$ cat src/rtl/fetch_pkg.sv
// Shared types for the instruction prefetch buffer: fetch FSM states and the
// {pc, instr} entry carried through the FIFO.
package fetch_pkg;

  typedef enum logic [1:0] {
    FETCH_IDLE = 2'd0,
    FETCH_WAIT = 2'd1,
    FETCH_DROP = 2'd2
  } fetch_state_t;

  typedef struct packed {
    logic [31:0] pc;
    logic [31:0] instr;
  } fetch_entry_t;

  localparam logic [31:0] PC_STEP = 32'd4;

  function automatic logic [31:0] word_align(input logic [31:0] addr);
    return addr & 32'hFFFF_FFFC;
  endfunction

endpackage

$ cat src/rtl/fetch_fifo.sv
// Synchronous FIFO of fetch entries with flush; head is an unregistered read
// of the oldest entry. DEPTH must be a power of two so the pointers wrap freely.
module fetch_fifo
  import fetch_pkg::*;
#(
  parameter int DEPTH = 4,
  localparam int AW = $clog2(DEPTH),
  localparam int CW = AW + 1
) (
  input  logic          i_clk,
  input  logic          i_rst,
  input  logic          i_push,
  input  logic          i_pop,
  input  logic          i_flush,
  input  fetch_entry_t  i_data,
  output logic [CW-1:0] o_count,
  output fetch_entry_t  o_head
);

  localparam logic [CW-1:0] FULL_COUNT = CW'(DEPTH);

  fetch_entry_t  r_mem [DEPTH];
  logic [AW-1:0] r_wr_ptr;
  logic [AW-1:0] r_rd_ptr;
  logic [CW-1:0] r_count;
  logic          w_do_push;
  logic          w_do_pop;

  // Flush wins over push/pop; overflow and underflow requests are dropped.
  assign w_do_push = i_push & ~i_flush & (r_count != FULL_COUNT);
  assign w_do_pop  = i_pop  & ~i_flush & (r_count != {CW{1'b0}});

  // Pointer and occupancy bookkeeping.
  always_ff @(posedge i_clk) begin
    if (i_rst || i_flush) begin
      r_wr_ptr <= {AW{1'b0}};
      r_rd_ptr <= {AW{1'b0}};
      r_count  <= {CW{1'b0}};
    end else begin
      if (w_do_push) r_wr_ptr <= r_wr_ptr + AW'(1);
      if (w_do_pop)  r_rd_ptr <= r_rd_ptr + AW'(1);
      case ({w_do_push, w_do_pop})
        2'b10:   r_count <= r_count + CW'(1);
        2'b01:   r_count <= r_count - CW'(1);
        default: r_count <= r_count;
      endcase
    end
  end

  // Entry storage, written at the tail.
  always_ff @(posedge i_clk) begin
    if (w_do_push && !i_rst) r_mem[r_wr_ptr] <= i_data;
  end

  assign o_count = r_count;
  assign o_head  = r_mem[r_rd_ptr];

endmodule

$ cat src/rtl/instr_fetch_buffer.sv
// Prefetch buffer: issues sequential word fetches (one outstanding), queues
// {pc, instr} responses and kills wrong-path fetches on redirect.
module instr_fetch_buffer
  import fetch_pkg::*;
#(
  parameter logic [31:0] PC_START_ADDRESS = 32'h0000_0000,
  parameter int          DEPTH            = 4
) (
  input  logic        clk,
  input  logic        rst,
  input  logic        ena,
  output logic        mem_req_valid,
  input  logic        mem_req_ready,
  output logic [31:0] mem_req_addr,
  input  logic        mem_rsp_valid,
  input  logic [31:0] mem_rsp_data,
  output logic        if_valid,
  input  logic        if_ready,
  output logic [31:0] if_pc,
  output logic [31:0] if_instr,
  input  logic        redirect,
  input  logic [31:0] redirect_pc
);

  localparam int CW = $clog2(DEPTH) + 1;
  localparam logic [CW:0] DEPTH_W = (CW + 1)'(DEPTH);

  fetch_state_t  r_state;
  fetch_state_t  w_state_nxt;
  logic [31:0]   r_fetch_pc;
  logic [31:0]   r_req_pc;
  logic [CW-1:0] w_count;
  logic [CW:0]   w_occupancy;
  logic          w_space;
  logic          w_accept;
  logic          w_push;
  logic          w_pop;
  logic          w_in_flight;
  fetch_entry_t  w_head;
  fetch_entry_t  w_push_data;

  // A kept in-flight fetch reserves a slot; a same-cycle pop is not credited.
  assign w_occupancy = {1'b0, w_count} + {{CW{1'b0}}, (r_state == FETCH_WAIT)};
  assign w_space     = w_occupancy < DEPTH_W;
  assign w_in_flight = (r_state == FETCH_WAIT) | (r_state == FETCH_DROP);

  assign mem_req_valid = ~rst & ena & ~redirect & w_space &
                         ((r_state == FETCH_IDLE) | (w_in_flight & mem_rsp_valid));
  assign mem_req_addr  = r_fetch_pc;
  assign w_accept      = mem_req_valid & mem_req_ready;

  assign w_push      = (r_state == FETCH_WAIT) & mem_rsp_valid & ~redirect;
  assign w_push_data = '{pc: r_req_pc, instr: mem_rsp_data};
  assign if_valid    = (w_count != {CW{1'b0}}) & ~redirect;
  assign w_pop       = if_valid & if_ready;
  assign if_pc       = w_head.pc;
  assign if_instr    = w_head.instr;

  fetch_fifo #(.DEPTH(DEPTH)) u_fifo (
    .i_clk   (clk),
    .i_rst   (rst),
    .i_push  (w_push),
    .i_pop   (w_pop),
    .i_flush (redirect),
    .i_data  (w_push_data),
    .o_count (w_count),
    .o_head  (w_head)
  );

  // Fetch FSM next state; a redirect turns a still-pending fetch into a drop.
  always_comb begin
    w_state_nxt = r_state;
    if (redirect) begin
      case (r_state)
        FETCH_WAIT, FETCH_DROP: w_state_nxt = mem_rsp_valid ? FETCH_IDLE : FETCH_DROP;
        default:                w_state_nxt = FETCH_IDLE;
      endcase
    end else begin
      case (r_state)
        FETCH_IDLE: w_state_nxt = w_accept ? FETCH_WAIT : FETCH_IDLE;
        FETCH_WAIT, FETCH_DROP: begin
          if (mem_rsp_valid) w_state_nxt = w_accept ? FETCH_WAIT : FETCH_IDLE;
          else               w_state_nxt = r_state;
        end
        default:    w_state_nxt = FETCH_IDLE;
      endcase
    end
  end

  // State, next fetch address and address of the outstanding request.
  always_ff @(posedge clk) begin
    if (rst) begin
      r_state    <= FETCH_IDLE;
      r_fetch_pc <= PC_START_ADDRESS;
      r_req_pc   <= 32'h0000_0000;
    end else begin
      r_state <= w_state_nxt;
      if (redirect)      r_fetch_pc <= word_align(redirect_pc);
      else if (w_accept) r_fetch_pc <= r_fetch_pc + PC_STEP;
      if (w_accept) r_req_pc <= r_fetch_pc;
    end
  end

endmodule

$ cat config.mk
export PLATFORM = sky130hd
export DESIGN_NAME = instr_fetch_buffer
export DESIGN_NICKNAME = d
export VERILOG_FILES = /design/src/rtl/fetch_pkg.sv /design/src/rtl/fetch_fifo.sv /design/src/rtl/instr_fetch_buffer.sv
export SDC_FILE = /design/constraint.sdc
export NUM_CORES = 1
export LEC_CHECK = 0
export ABC_AREA = 1
export BUFFER_PORTS_ARGS = -buffer_cell sky130_fd_sc_hd__buf_4
export CORE_UTILIZATION = 45
export CTS_CLUSTER_SIZE = 10
export DETAILED_ROUTE_END_ITERATION = 12
export MAX_ROUTING_LAYER = met4
export SYNTH_ARGS = -nofsm -noshare
export SYNTH_HDL_FRONTEND = slang
export SYNTH_SLANG_ARGS = --single-unit
$ cat constraint.sdc
create_clock -name clk -period 5.35 [get_ports clk]
set_input_delay 0.2675 -clock clk [delete_from_list [all_inputs] [get_ports clk]]
set_output_delay 0.2675 -clock clk [all_outputs]
set_load 0.02 [all_outputs]
Word level (Yosys, flattened, before mapping) --
Memories as Yosys holds them, arrays and structs flattened. A register that Yosys moved wholly into a read port is not among the register bits. Index checks and enable logic that the tools add are counted.
Word-level totals: register bits 73, memory bits (writable) 256, output and inout bits 98, input bits 71, memories kept 1, logic and storage cells 61
Memory list:
- u_fifo.r_mem | words 4, bits a word 64, rd ports 1, clocked after Yosys merged registers in 1, write ports 1, line fetch_fifo.sv:22 | fetch_entry_t r_mem [DEPTH];
Operators by class: mux-type cells 13, reductions and logical operators 9, $lt $le $gt $ge 1, equal/unequal tests 6, bitwise gates (word level) 18, add/subtract/negate cells 6
Operator list (number):
- $mux 32 | 2
- $add 32x3->32 const B | 1
- $and 1x1->1 | 14
- $mux 2 | 6
- $ne 3x3->1 const B | 2
- $pmux 3 s2 | 1
- $add 2x1->2 const B | 2
- $add 3x1->4 | 1
- $eq 2x1->1 const B | 2
- $eq 2x2->1 const B | 2
- $lt 4x3->1 const B | 1
- $pmux 2 s2 | 1
- $reduce_bool 2->1 | 2
- $reduce_or 2->1 | 2
- $add 3x1->3 const B | 1
- $mux 1 | 3
- $reduce_bool 3->1 | 1
- $sub 3x1->3 const B | 1
- $logic_not 2->1 | 1
- $not 1->1 | 2
- $or 1x1->1 | 2
- $logic_and 1x1->1 | 1
- $logic_not 1->1 | 1
- $logic_or 1x1->1 | 1

Longest topological paths before layout --
Gate-level depths: netlist of the first run.
depth in word-level cells 10, depth in mapped cells 12, depth with buffers taken out 12

Hierarchy --
From an unflattened synthesis of the first run, not the netlist that was laid out.
Second synthesis, totals: cells, all modules 1253, area total of the unflattened synthesis 13492.9 µm²
Modules (own cells, without submodules):
- fetch_fifo | times used 1, cells an instance 693, area each 9994.6 µm²
- instr_fetch_buffer | times used 1, cells an instance 560, area each 3498.4 µm²

Worst setup path before layout of the first run --
No wires, ideal clock.
path kind register to register, from reg r_state[1], to mem u_fifo.r_mem[0][0] in the netlist's numbering, enable pin, buffers on the path 0, stages on the path, launching flop included 7, clock period less this slack 3912 ps, library setup time 482 ps, arrival time 3430 ps, setup slack 1438 ps, required time 4868 ps, cell sequence dfxtp_1 -> inv_1 -> ha_1 -> nand2_1 -> nor2_1 -> nand3_1 -> nor2_1
On the way: longest elaborated chain between the ends 8
Ends and longest elaborated chain:
- from (decl) | line instr_fetch_buffer.sv:28 | fetch_state_t r_state;
- from (signal assigned) | line instr_fetch_buffer.sv:97 | r_state <= w_state_nxt;
- $eq 2x1->1 | line instr_fetch_buffer.sv:52 | assign w_push = (r_state == FETCH_WAIT) & mem_rsp_valid & ~redirect;
- $and 1x1->1 (2 in a row) | line instr_fetch_buffer.sv:52
- $and 1x1->1 (2 in a row) | line fetch_fifo.sv:30 | assign w_do_push = i_push & ~i_flush & (r_count != FULL_COUNT);
- $logic_and 1x1->1 | line fetch_fifo.sv:52 | if (w_do_push && !i_rst) r_mem[r_wr_ptr] <= i_data;
- $mux 1 | line fetch_fifo.sv:52
- $mux 1 (not written as such) | line fetch_fifo.sv:52
- to (decl) | line fetch_fifo.sv:22
Every way passes these cells.

Final worst setup path of the first run --
from reg r_state[1], to mem u_fifo.r_mem[1][15] in the netlist's numbering, enable pin
The elaborated chain is that of the path after synthesis.

==> results of run 1 <==
## power by group
group | internal [uW] | leakage (uW) | switching [uW] | total, uW
combinational | 90.3 | 0.00232 | 108 | 198
sequential | 2680 | 0.00267 | 34.2 | 2710
clock | 1320 | 0.000513 | 911 | 2240
## worst min-delay path: stages
cell and delay [ns]:
buf_4 0.11, nand2_1 0.05, a31oi_1 0.07
## metrics by stage
| stage | worst slack, ns | util [%] | instance area [sq um] | hold slack (ns) | power, uW |
|---|---|---|---|---|---|
| after floorplan | 1.438 | - | 12890 | 0.3664 | 2841 |
| after global placement | 2.190 | 51.51 | 14390 | 0.4693 | 2936 |
| after detailed placement | 2.161 | 51.51 | 14390 | 0.4698 | 2939 |
| after CTS | 2.378 | 56.47 | 15770 | 0.02415 | 5191 |
| after global routing | 2.235 | 56.47 | 15770 | 0.04578 | 5317 |
| final | 2.469 | 56.47 | 15770 | 0.04382 | 5147 |
## layer usage
layer	track usage (%)	vias up
met5	-	-
met4	5.551	0
met3	3.424	49
met2	34.38	301
met1	28.75	4346
li1	-	4485
## cell families after synthesis
family                   share of synthesized area, %
AO/OA/AOI/OAI                                   12.25
XOR/XNOR                                       0.4081
adder cells (fa/ha/maj)                         1.030
buffers and inverters                           3.993
flip-flops                                      68.87
other                                         0.02912
AND/OR/NAND/NOR                                 13.42
## placed cells by master, fill, tap and decap left out, types with 7 or more instances in the layout
cell	instances
inv_1	50
edfxtp_1	248
ha_1	9
clkbuf_16	39
dlygate4sd3_1	32
nand3b_1	8
a21oi_1	57
nand4_1	7
o21ai_0	163
nor2_1	194
buf_4	173
o22ai_1	62
nand2_1	177
clkbuf_1	13
dfxtp_1	69
nand3_1	31
## flip-flops by register name (all words and copies together), names as in the netlist, named ones only
register and count:
mem_req_addr 30, u_fifo.r_mem 248, r_state 2, r_req_pc 30, u_fifo.o_count 3, u_fifo.r_rd_ptr 2
u_fifo.r_wr_ptr 2
## what timing repair did
action / in CTS / in global routing
hold endpoints to repair: 128 / 0
hold buffers: 32 / 0
setup buffers: 0 / 0
endpoints found under the setup margin: 0 / 0
## worst max path at each step
stage	slack, ns	to	cells past startpoint	startpoint
6_report	2.47	u_fifo.r_mem[1][15]	7	r_state[1]
5_1_grt	2.24	u_fifo.r_mem[1][51]	7	r_state[1]
4_1_cts	2.38	if_pc[12]	4	flip-flop
3_5_place_dp	2.16	u_fifo.r_mem[1][11]	5	rst
3_3_place_gp	2.19	u_fifo.r_mem[1][51]	5	rst
2_1_floorplan	1.44	u_fifo.r_mem[0][0]	6	r_state[1]
## layout make-up
cell class / instances / area [sq um] / share of cell area (%)
Clock buffer: 52 / 1025 / 6.496
Tap cell: 378 / 473.0 / 2.998
Multi-Input combinational cell: 741 / 3536 / 22.42
Timing Repair Buffer: 205 / 1619 / 10.26
Sequential cell: 319 / 8874 / 56.25
Clock inverter: 4 / 40.04 / 0.2538
Inverter: 55 / 207.7 / 1.317
==> flow_summary.ini, run 1 <==
[run_status]
outcome = finished clean

[drt]
wl_per_cell_um = 17.40
detail-route-antenna-nets = 0
drt_iter0_drc = 666
top_layer_used = met4
totalWireLength_mm = 30.51
route.met2.wl_mm = 13.92
vias = 9181
wl_met3_mm = 1.933
via_per_inst = 5.234
first_pass_iters = 5
wl_met1_mm = 14.08
drc = 0

[clock_network]
ctsResizeCount = 0
clock_sinks = 319
cts_tree = done
path_clk_slew_ns = 0.06
h-tree-depth = 2
cts_buffers = 38
root_buffer = clkbuf_16
clockBufferDepth = 3
clk_latency_ns = 0.51

[floorplanning]
initial_core_util_pct = 46.10
coreArea_sq_um = 27930
die_width_um = 171.2
io-pin-count = 169
rows = 61
die-area_sq_um = 29300
die_h_um = 171.2

[sta]
hold_viol_final = 0
fin_skew_ns = 0.008171
rsz0062_at_grt = no
report.final.slew_viol_count = 0
finalSetupViolations = 0
finalCritPeriodShare_pct = 53.85
maxSlewHeadroom_pct = 24.51
worst_pin_slew_ns = 1.130
fin_setup_tns_ns = 0
period_needed_ns = 2.881
max_freq_mhz = 347.1

[setup_path]
path_buf_inv = 2
cp_slowest_cell = nor2_4
worstPathRequired_ns = 5.54
crit_type = flip-flop to flip-flop
worstSetupEndpointType = flip-flop
ff2ff_setup_slack_ns = 2.47
rr_worst_depth = 7
worstPathArrival_ns = 3.07
startpoint_type = flip-flop
r2r-start = r_state[1]
reg2reg_to = u_fifo.r_mem[1][15]
path_delay_family = simple AND/OR/NAND/NOR gates
crit_fanout = 32
slowest_delay_ns = 0.98
path_cells = inv_1, ha_1, nand2_1, nor2_1, nand3_1, nor2_4, buf_4

[pwr]
power.density_nw_per_um2 = 326.3
p_leak_uw = 0.005499
ir_worst_vdd_mv = 0.1801

[final_layout]
syn_to_final_growth_pct = 22.49
diodes = 0
finalNonFillerCells = 1754
num-fill-cells = 2422
nNetsFinal = 1441
drive_above_1_share_pct = 16.64

[grt]
grt_pass1_wl_mm = 47.18
grt_pass1_vias = 8854
overflow = 0
grtUsageTotal_pct = 21.55
grt_max_degree = 105
antenna_found_initial = 0

[min_path]
min_to = mem_req_addr[6]
min_path_type = input port to flip-flop
hold_start = redirect_pc[6]
min_path_cells = 3

[yosys]
synth.most_common_cell = edfxtp_1
synth-seq-cells = 319
syn_area_per_cell_sq_um = 10.93
syn_area_sq_um = 12880
async_flop_share_pct = 0
ys_top_cells_by_area = edfxtp_1 (58%), dfxtp_1 (11%), o21ai_0 (6.3%)
synth_top_cell_by_area = edfxtp_1
ys_seq_area_share_pct = 68.87
ys.flop_type = edfxtp_1
synth_common_cells = edfxtp_1 (248), nor2_1 (198), nand2_1 (177), o21ai_0 (163), dfxtp_1 (71)
synth.distinct_cells = 33
netlist.area_leader.share_pct = 57.83
yosys_warnings = 0
synth_cells = 1178
synth_edf_count = 248

[placement]
gp_congestion = 0.8692
dpl.hpwl_mm = 17.66
port-buffer-count = 162
dpl.cell_count = 1666

[flow_run]
max_cap_viol_count = 0
Power figures use the tool's default switching activity.
==> run 2, diff against run 1 <==
--- a/config.mk
+++ b/config.mk
@@ -5,12 +5,13 @@
 export SDC_FILE = /design/constraint.sdc
 export NUM_CORES = 1
 export LEC_CHECK = 0
-export ABC_AREA = 1
+export ABC_AREA = 0
 export BUFFER_PORTS_ARGS = -buffer_cell sky130_fd_sc_hd__buf_4
 export CORE_UTILIZATION = 45
 export CTS_CLUSTER_SIZE = 10
 export DETAILED_ROUTE_END_ITERATION = 12
 export MAX_ROUTING_LAYER = met4
+export PLACE_DENSITY = 0.67
 export SYNTH_ARGS = -nofsm -noshare
 export SYNTH_HDL_FRONTEND = slang
 export SYNTH_SLANG_ARGS = --single-unit
==> constraint.sdc (replaced) <==
create_clock -name clk -period 2.4 [get_ports clk]
set_input_delay 0.12 -clock clk [delete_from_list [all_inputs] [get_ports clk]]
set_output_delay 0.12 -clock clk [all_outputs]
set_load 0.02 [all_outputs]
==> run 2 against run 1 <==
Net effect:
- flip-flop and latch count stayed put
- clock skew up 0.015 ns
- routed wire length is 14% lower
- clock power increased by 120%
- largest power group unchanged
==> flow_summary.ini, run 2 <==
[placement]
gp_congestion = 0.8271
dpl.hpwl_mm = 16.86
dpl.cell_count = 1273
port-buffer-count = 162

[yosys]
synth_top_cell_by_area = edfxtp_1
netlist.area_leader.share_pct = 59.90
async_flop_share_pct = 0
ys_top_cells_by_area = edfxtp_1 (60%), dfxtp_1 (11%), mux4_2 (11%)
ys_seq_area_share_pct = 71.33
ys.flop_type = edfxtp_1
syn_area_sq_um = 12430
synth_common_cells = edfxtp_1 (248), nand2_1 (80), dfxtp_1 (71), mux4_2 (62), a21oi_1 (60)
synth_edf_count = 248
synth.most_common_cell = edfxtp_1
synth-seq-cells = 319
syn_area_per_cell_sq_um = 16.17
synth.distinct_cells = 54
yosys_warnings = 0
synth_cells = 769

[setup_path]
startpoint_type = flip-flop
ff2ff_setup_slack_ns = 0.15
reg2reg_to = u_fifo.o_count[2]
cp_slowest_cell = dfxtp_1
worstPathRequired_ns = 2.83
worstPathArrival_ns = 2.68
path_cells = nor3_1, nor3b_1, ha_1, inv_1, fa_1, xor2_1, or3_1, a21oi_1
r2r-start = u_fifo.o_count[2]
crit_type = flip-flop to flip-flop
crit_fanout = 5
worstSetupEndpointType = flip-flop
slowest_delay_ns = 0.41
rr_worst_depth = 8

[drt]
detail-route-antenna-nets = 0
totalWireLength_mm = 26.35
via_per_inst = 5.323
drc = 0
drt_iter0_drc = 477
vias = 7442
wl_per_cell_um = 18.85
first_pass_iters = 5

[grt]
antenna_found_initial = 0
grt_pass1_wl_mm = 41.17
grtUsageTotal_pct = 19.41
grt_pass1_vias = 7554
grt_max_degree = 63
overflow = 0

[clock_network]
cts_tree = done
cts_buffers = 38
clock_sinks = 319
root_buffer = clkbuf_16
h-tree-depth = 2
clk_latency_ns = 0.51
clockBufferDepth = 3
path_clk_slew_ns = 0.05

[floorplanning]
rows = 60
die_width_um = 168.2
die-area_sq_um = 28300
io-pin-count = 169
initial_core_util_pct = 46.00
coreArea_sq_um = 27030
die_h_um = 168.2

[pwr]
p_leak_uw = 0.005311
ir_worst_vdd_mv = 0.4225
power.density_nw_per_um2 = 709.6

[sta]
finalCritPeriodShare_pct = 93.64
finalSetupViolations = 0
timing.hold.ws_ns = 0.04203
report.final.slew_viol_count = 0
hold_viol_final = 0
period_needed_ns = 2.247
max_freq_mhz = 445.0
rsz0062_at_grt = no
worst_pin_slew_ns = 0.7020
fin_skew_ns = 0.02269
fin_setup_tns_ns = 0
maxSlewHeadroom_pct = 53.20

[min_path]
min_path_cells = 4
min_to = mem_req_addr[29]
hold_start = redirect_pc[29]
min_path_type = input port to flip-flop

[final_layout]
drive_above_1_share_pct = 30.94
num-fill-cells = 2069
max_flop_register = u_fifo.r_mem
finalNonFillerCells = 1398
nNetsFinal = 1117
post-route-util_pct = 59.72
largest_register_ffs = 248
syn_to_final_growth_pct = 29.82
diodes = 0
mostFrequentLayoutCell = edfxtp_1
mostFrequentLayoutCells = edfxtp_1 (248), buf_4 (190), nand2_1 (80)

[run_status]
outcome = finished clean

[flow_run]
max_cap_viol_count = 0
run 2: cell types whose count changed in the layout (fill, tap and decap cells not counted), sizes merged, moves of 35 or more:
cell and delta:
buf +35, mux4 +62, nand2 -97, nor2 -176, o21ai -152, o22ai -62
run 2: per-layer routing:
layer	GRT usage, %	wire length, um
met3	4.114	1818
met5	-	0
met1	25.56	11510
met2	31.21	12720
met4	4.150	299
run 2: worst max-delay path by stage:
stage                            from            endpoint  slack (ns)  cells past startpoint
detailed placement  u_fifo.o_count[2]   u_fifo.o_count[2]        0.22                      8
finish              u_fifo.o_count[2]   u_fifo.o_count[2]        0.15                      8
global placement           r_state[0]    mem_req_addr[29]        0.28                      8
floorplan                  r_state[0]  u_fifo.r_mem[0][0]       -0.03                      6
global route                flip-flop        if_instr[19]        0.04                      3
CTS                         flip-flop        if_instr[28]        0.11                      3
run 2: what timing repair did:
item                      in CTS  in global routing
resized for setup              0                  0
hold buffers                  64                  0
buffers inserted               0                  0
hold endpoints to repair     159                  0
run 2: where the power goes:
| group | internal, uW | switching (uW) | leakage [uW] |
|---|---|---|---|
| clock network | 2980 | 1990 | 0.000516 |
| logic | 244 | 227 | 0.00215 |
| registers | 5950 | 55.0 | 0.00265 |
run 2: stage by stage:
stage / area (sq um) / total power (uW) / worst slack, ns
after floorplan: 12450 / 6284 / -0.02600
final: 16140 / 11450 / 0.1527
after global placement: 14430 / 6498 / 0.2780
after global routing: 16140 / 11840 / 0.04352
after detailed placement: 14430 / 6503 / 0.2160
after CTS: 16140 / 11570 / 0.1130
run 2: kinds of logic (layout without fill, tap and decap cells):
family,Yosys count,count (layout),share of synthesized area [%]
other,1,4,0.03016
buffers and inverters,70,355,2.647
AND/OR/NAND/NOR,187,187,7.618
flip-flops,319,319,71.33
multiplexers,67,67,11.67
adder cells (fa/ha/maj),10,10,1.067
XOR/XNOR,11,11,0.7749
AO/OA/AOI/OAI,104,104,4.861
run 2: worst max-delay path: cells and delay by family (launching register included):
kind	cells	cell delay, ns
simple gates	3	0.78
xor+xnor	1	0.16
flops	1	0.41
fa+ha+maj	2	0.64
compound gates	1	0.13
buf+inv	1	0.06
run 2: area by class of cell:
class	instances	area, sq um	share of cell area [%]
Clock buffer	58	1047	6.488
Tap cell	341	426.7	2.643
Sequential cell	319	8876	54.99
Clock inverter	3	22.52	0.1395
Timing Repair Buffer	272	2427	15.04
Multi-Input combinational cell	383	3258	20.19
Inverter	22	82.58	0.5116
